===== config.mk =====
export PLATFORM = sky130hd
export DESIGN_NAME = demux_memoria1x4_4bits_flat
export DESIGN_NICKNAME = d
export VERILOG_FILES = /design/src/rtl/demux_memoria1x4_4bits_if.sv /design/src/rtl/demux_memoria1x4_4bits.sv /design/src/flat_wrapper.sv
export SDC_FILE = /design/constraint.sdc
export NUM_CORES = 1
export LEC_CHECK = 0
export ABC_AREA = 1
export BUFFER_PORTS_ARGS = -buffer_cell sky130_fd_sc_hd__buf_2
export CORE_MARGIN = 2
export CORE_UTILIZATION = 43
export DETAILED_ROUTE_END_ITERATION = 10
export GPL_TIMING_DRIVEN = 1
export PLACE_DENSITY = 0.73
export REMOVE_ABC_BUFFERS = 1
export SYNTH_ARGS = -nofsm -noshare
export SYNTH_HDL_FRONTEND = slang
export SYNTH_SLANG_ARGS = --single-unit

===== constraint.sdc =====
create_clock -name clk -period 1.3 [get_ports clk]
set_clock_uncertainty 0.1 [all_clocks]
set_input_delay 0.195 -clock clk [delete_from_list [all_inputs] [get_ports clk]]
set_output_delay 0.195 -clock clk [all_outputs]
set_load 0.1 [all_outputs]

===== src/rtl/demux_memoria1x4_4bits_if.sv =====
// Serialized 4-bit stream in, four registered lanes out.
// The master drives the stream; the slave is the demux.
interface demux_memoria1x4_4bits_if #(
  parameter int WIDTH = 4
);
  logic [WIDTH-1:0] data_in;
  logic             valid_input;
  logic             realign;
  logic [WIDTH-1:0] data_out0;
  logic [WIDTH-1:0] data_out1;
  logic [WIDTH-1:0] data_out2;
  logic [WIDTH-1:0] data_out3;
  logic             valid_out0;
  logic             valid_out1;
  logic             valid_out2;
  logic             valid_out3;
  logic [1:0]       lane_ptr;
  logic             frame_done;

  modport master (
    output data_in, valid_input, realign,
    input  data_out0, data_out1, data_out2, data_out3,
    input  valid_out0, valid_out1, valid_out2, valid_out3,
    input  lane_ptr, frame_done
  );

  modport slave (
    input  data_in, valid_input, realign,
    output data_out0, data_out1, data_out2, data_out3,
    output valid_out0, valid_out1, valid_out2, valid_out3,
    output lane_ptr, frame_done
  );
endinterface


===== src/rtl/demux_memoria1x4_4bits.sv =====
// 1x4 demux with memory: spreads valid words round-robin
// over four held lanes, pulsing frame_done after lane 3.
module demux_memoria1x4_4bits #(
  parameter int WIDTH = 4
) (
  input  logic                         clk,
  input  logic                         reset_L,
  demux_memoria1x4_4bits_if.slave      bus
);
  logic [WIDTH-1:0] data_q [4];
  logic [3:0]       vld_q;
  logic [1:0]       ptr_q;
  logic             frame_q;
  logic [1:0]       eff;

  // realign restarts at lane 0 in the same edge it is seen
  assign eff = bus.realign ? 2'd0 : ptr_q;

  always_ff @(posedge clk or negedge reset_L) begin
    if (!reset_L) begin
      for (int i = 0; i < 4; i++) data_q[i] <= '0;
      vld_q   <= '0;
      ptr_q   <= 2'd0;
      frame_q <= 1'b0;
    end else begin
      vld_q   <= '0;
      frame_q <= 1'b0;
      if (bus.valid_input) begin
        data_q[eff] <= bus.data_in;
        vld_q[eff]  <= 1'b1;
        ptr_q       <= eff + 2'd1;
        frame_q     <= (eff == 2'd3);
      end else if (bus.realign) begin
        ptr_q <= 2'd0;
      end
    end
  end

  assign bus.data_out0  = data_q[0];
  assign bus.data_out1  = data_q[1];
  assign bus.data_out2  = data_q[2];
  assign bus.data_out3  = data_q[3];
  assign bus.valid_out0 = vld_q[0];
  assign bus.valid_out1 = vld_q[1];
  assign bus.valid_out2 = vld_q[2];
  assign bus.valid_out3 = vld_q[3];
  assign bus.lane_ptr   = ptr_q;
  assign bus.frame_done = frame_q;
endmodule


===== src/flat_wrapper.sv =====
// flat-port wrapper written by rule: the top's interface ports become plain ports
module demux_memoria1x4_4bits_flat 
#(
  parameter int WIDTH = 4
)
  (clk, reset_L, bus_data_in, bus_valid_input, bus_realign, bus_data_out0, bus_data_out1, bus_data_out2, bus_data_out3, bus_valid_out0, bus_valid_out1, bus_valid_out2, bus_valid_out3, bus_lane_ptr, bus_frame_done);
  demux_memoria1x4_4bits_if #(.WIDTH(WIDTH)) bus_i ();
  input  logic clk;
  input  logic reset_L;
  input wire logic [$bits(bus_i.data_in)-1:0] bus_data_in;
  input wire logic [$bits(bus_i.valid_input)-1:0] bus_valid_input;
  input wire logic [$bits(bus_i.realign)-1:0] bus_realign;
  output wire logic [$bits(bus_i.data_out0)-1:0] bus_data_out0;
  output wire logic [$bits(bus_i.data_out1)-1:0] bus_data_out1;
  output wire logic [$bits(bus_i.data_out2)-1:0] bus_data_out2;
  output wire logic [$bits(bus_i.data_out3)-1:0] bus_data_out3;
  output wire logic [$bits(bus_i.valid_out0)-1:0] bus_valid_out0;
  output wire logic [$bits(bus_i.valid_out1)-1:0] bus_valid_out1;
  output wire logic [$bits(bus_i.valid_out2)-1:0] bus_valid_out2;
  output wire logic [$bits(bus_i.valid_out3)-1:0] bus_valid_out3;
  output wire logic [$bits(bus_i.lane_ptr)-1:0] bus_lane_ptr;
  output wire logic [$bits(bus_i.frame_done)-1:0] bus_frame_done;
  assign bus_i.data_in = bus_data_in;
  assign bus_i.valid_input = bus_valid_input;
  assign bus_i.realign = bus_realign;
  assign bus_data_out0 = bus_i.data_out0;
  assign bus_data_out1 = bus_i.data_out1;
  assign bus_data_out2 = bus_i.data_out2;
  assign bus_data_out3 = bus_i.data_out3;
  assign bus_valid_out0 = bus_i.valid_out0;
  assign bus_valid_out1 = bus_i.valid_out1;
  assign bus_valid_out2 = bus_i.valid_out2;
  assign bus_valid_out3 = bus_i.valid_out3;
  assign bus_lane_ptr = bus_i.lane_ptr;
  assign bus_frame_done = bus_i.frame_done;
  demux_memoria1x4_4bits #(.WIDTH(WIDTH)) u_core (.clk(clk), .reset_L(reset_L), .bus(bus_i));
endmodule

==> results.txt <==
The top cell type's share of synthesized area is 60.9%. The number of standard cells in the final layout excluding fillers came out at approximately 170. Measured along the y axis, the die boundary spans around 50 microns.

The clock edge transition at the registers on the reported setup and hold paths is between 0.1 and 0.15 ns. The combinational share of power came out at between 60% and 70%. The number of inserted filler cells in the final layout is 99. The max-slew violation total from the final report is 0. The achievable frequency came out at about 720 MHz. The number of antenna repair diodes came out at 0. The number of antenna violations at the first check in global routing came out at 0.

Sequential elements use between 60% and 70% of the synthesized area. The overall fraction of global-route tracks in use is between 20% and 30%. The routed via count came out at ~900. The worst setup path is captured at a flop. The final design utilization came out at between 80% and 90%. The total core area came out at ~2000 sq um. For this design the static power due to leakage is 0.833 nW.

The total clock sinks is 22. The internal power summed over all cells came out at between 1.5 and 2 mW. The endpoint required time on the critical path is approximately 1.4 ns.

The run finished, with violations left. The library cell used most frequently in the layout, excluding fill and tap cells, is sky130_fd_sc_hd__nand2_1. The number of clock buffers inserted by TritonCTS is 3. The first-iteration detailed-routing DRC count is 40. After layout, the worst setup slack is -0.0833 ns. The mean post-synth cell area came out at just under 10 sq um. Row generation in the floorplan step produced 16 rows. The post-detailed-placement half-perimeter wirelength came out at 1590 microns. The total of warnings raised by yosys came out at 0.

The cell type with the largest total area after synthesis is sky130_fd_sc_hd__dfrtp_1. The net total in the final layout came out at around 150. Final hold analysis gives a worst-case slack of 0.0538 ns.

The clock share of power came out at a little under a tenth. The count of unique library cells instantiated by Yosys came out at 13. The DRC violations left came out at 0. Measured along the x axis, the die boundary spans approximately 50 microns. The placed cell count is about 150. The layout overhead on the synthesized area came out at 80.5%. The number of failing setup endpoints in the final timing report is 10. The residual antenna-violating net count after detailed routing is 0. The area of the die is about 2500 sq um.

The count of state elements after synthesis is 22. The first-pass GRT wire length is 3970 microns. The max-capacitance violation count is 0. The worst hold path belongs to the class input pin to flop. The TritonCTS clock tree is done.

The total power per unit cell area came out at approximately 2600 nW/um^2. The checks that failed: negative setup slack. The sequential share of power came out at approximately a quarter. The insertion delay to the later sink of the worst-skew pair came out at 0.32 ns.

The starting density of the core is 46.0%. In the layout the commonest cells are sky130_fd_sc_hd__nand2_1 (32), sky130_fd_sc_hd__buf_12 (23), sky130_fd_sc_hd__dfrtp_1 (22). The routed wire length came out at around 3000 microns. The max-slew headroom at the worst pin is around two thirds. Cells with a size suffix above 1 make up a little under half of the layout. Net switching is 53.4% of the power. The worst setup path is launched from a flop.

The maximum level of the CTS H-tree is 1. The count of input and output buffers is 30. Using the TritonRoute via totals, the vias-per-cell ratio works out to 5.44. The total non-filler cell area in the finished layout came out at between 1500 and 2000 sq um. The synthesized instance count came out at 93. The final hold violation count is 0.

The detailed-router iteration count before antenna repair is 4. The mean routed wirelength per cell is 17.8 microns. The deepest clock path buffer count came out at 2.

The total standard cell area after synthesis is 903 sq um. The area after detailed placement came out at approximately 1500 sq um. The sum of negative setup slack is -0.370 ns. The leftover overflow at the end of global routing came out at 0. The I/O pin count is 31.

The footprint of the multi-input gates is between 300 and 400 sq um. The worst IR drop on VDD came out at approximately 2.5 mV. Setup repair after global routing could not meet its margin everywhere.

In this run the worst path has a maximum fanout of 5. At the end of routability-driven placement, the weighted congestion stood at between 0.7 and 0.8. The slew at the pin with the worst max-slew slack came out at slightly below 0.5 ns. The pin count of the biggest net entering global routing came out at 23. CTS placed an instance of sky130_fd_sc_hd__clkbuf_4 at the clock tree root. The time the worst path needs with I/O delays and setup is 1.38 ns. Data arrives at the worst endpoint at 1.50 ns. In the finished design, the share of the clock period the worst path needs comes to 106%.

In this run the power spent charging and discharging nets is roughly 2.2 mW. The critical path is of the flop to flop type. The number of global-route vias before repair is ~860. Yosys attributes the largest share of cell area to sky130_fd_sc_hd__dfrtp_1 (61%), sky130_fd_sc_hd__nand2_1 (16%), sky130_fd_sc_hd__nand4_1 (9.7%). In the final layout, flip-flops and latches occupy ~550 sq um.
[Yosys cell counts, drive strengths merged]
master and instances:
dfrtp 22, xor2 1, nand4 14, nand2 39, nor2 2, ha 1
buf 3, nand3 1, o21ai 1, inv 9
[metal layers]
| layer | track usage (%) | routed length, microns | vias to the layer above |
|---|---|---|---|
| met2 | 36.0 | 1530 | 58 |
| li1 | - | - | 391 |
| met1 | 25.6 | 1120 | 441 |
| met3 | 4.24 | 187 | 13 |
| met4 | 16.7 | 116 | 0 |
| met5 | 0 | 0 | - |
[power groups by stage]
| stage | sequential, mW | clock (mW) | combinational, mW |
|---|---|---|---|
| after floorplan | 2.40 | 0 | 0.201 |
| after global placement | 1.09 | 0 | 2.54 |
| after detailed placement | 1.10 | 0 | 2.58 |
| after CTS | 1.09 | 0.384 | 2.64 |
| after global routing | 1.12 | 0.413 | 2.77 |
| final | 1.10 | 0.388 | 2.71 |
[area by class of cell]
type                       instances  area share [%]
clock buffer                       4            2.23
inverter                           9            2.23
multi-input combinational         59            21.1
sequential                        22            33.8
tap                               27            2.07
timing repair buffer              45            38.6
[worst paths after layout]
kind,slack [ns],to,depth (start not counted),start
worst max-delay path,-0.08,u_core.bus.data_out3[2],5,u_core.bus.lane_ptr[1]
worst min-delay path,0.05,u_core.bus.data_out0[0],3,bus_data_in[0]
worst max register to register,-0.08,u_core.bus.data_out3[2],5,u_core.bus.lane_ptr[1]
worst min register to register,0.46,u_core.bus.data_out1[1],2,u_core.bus.data_out1[1]
max in group asynchronous,0.51,u_core.bus.data_out0[1],2,reset_L
min in group asynchronous,0.25,u_core.vld_q[1],2,reset_L
[cell families (layout without fill, tap and decap cells)]
group | count (synthesis) | after routing | share of synthesized area (%)
flops | 22 | 22 | 60.9
simple gates | 56 | 56 | 29.8
xor+xnor | 1 | 1 | 0.970
compound gates | 1 | 1 | 0.970
buf+inv | 12 | 58 | 5.95
fa+ha+maj | 1 | 1 | 1.38
[what timing repair did]
action	in CTS	in global routing
setup buffers	4	4
cloned	0	0
resized for setup	8	11
endpoints found under the hold margin	22	0
hold buffers	1	0
endpoints found under the setup margin	6	18
pin swaps	1	8
[critical path: stages, from the launching register on]
cell and delay [ns]:
sky130_fd_sc_hd__dfrtp_1 0.43, sky130_fd_sc_hd__buf_6 0.15, sky130_fd_sc_hd__buf_4 0.11, sky130_fd_sc_hd__nand4_1 0.21
sky130_fd_sc_hd__nand2_1 0.18, sky130_fd_sc_hd__nand2_1 0.09
[registers in the layout (all words and copies together) (netlist names)]
signal	cells
u_core.bus.frame_done	1
u_core.bus.data_out0	4
u_core.vld_q	3
u_core.bus.lane_ptr	2
u_core.bus.data_out1	4
u_core.bus.data_out3	4
u_core.bus.data_out2	4
[stage by stage]
stage / total power [mW] / setup WS, ns
floorplan: 2.60 / -0.810
global placement: 3.63 / 0.0542
detailed placement: 3.68 / -0.0208
CTS: 4.11 / -0.0513
global route: 4.30 / -0.128
finish: 4.21 / -0.0833
(Power assumes the default switching activity.)
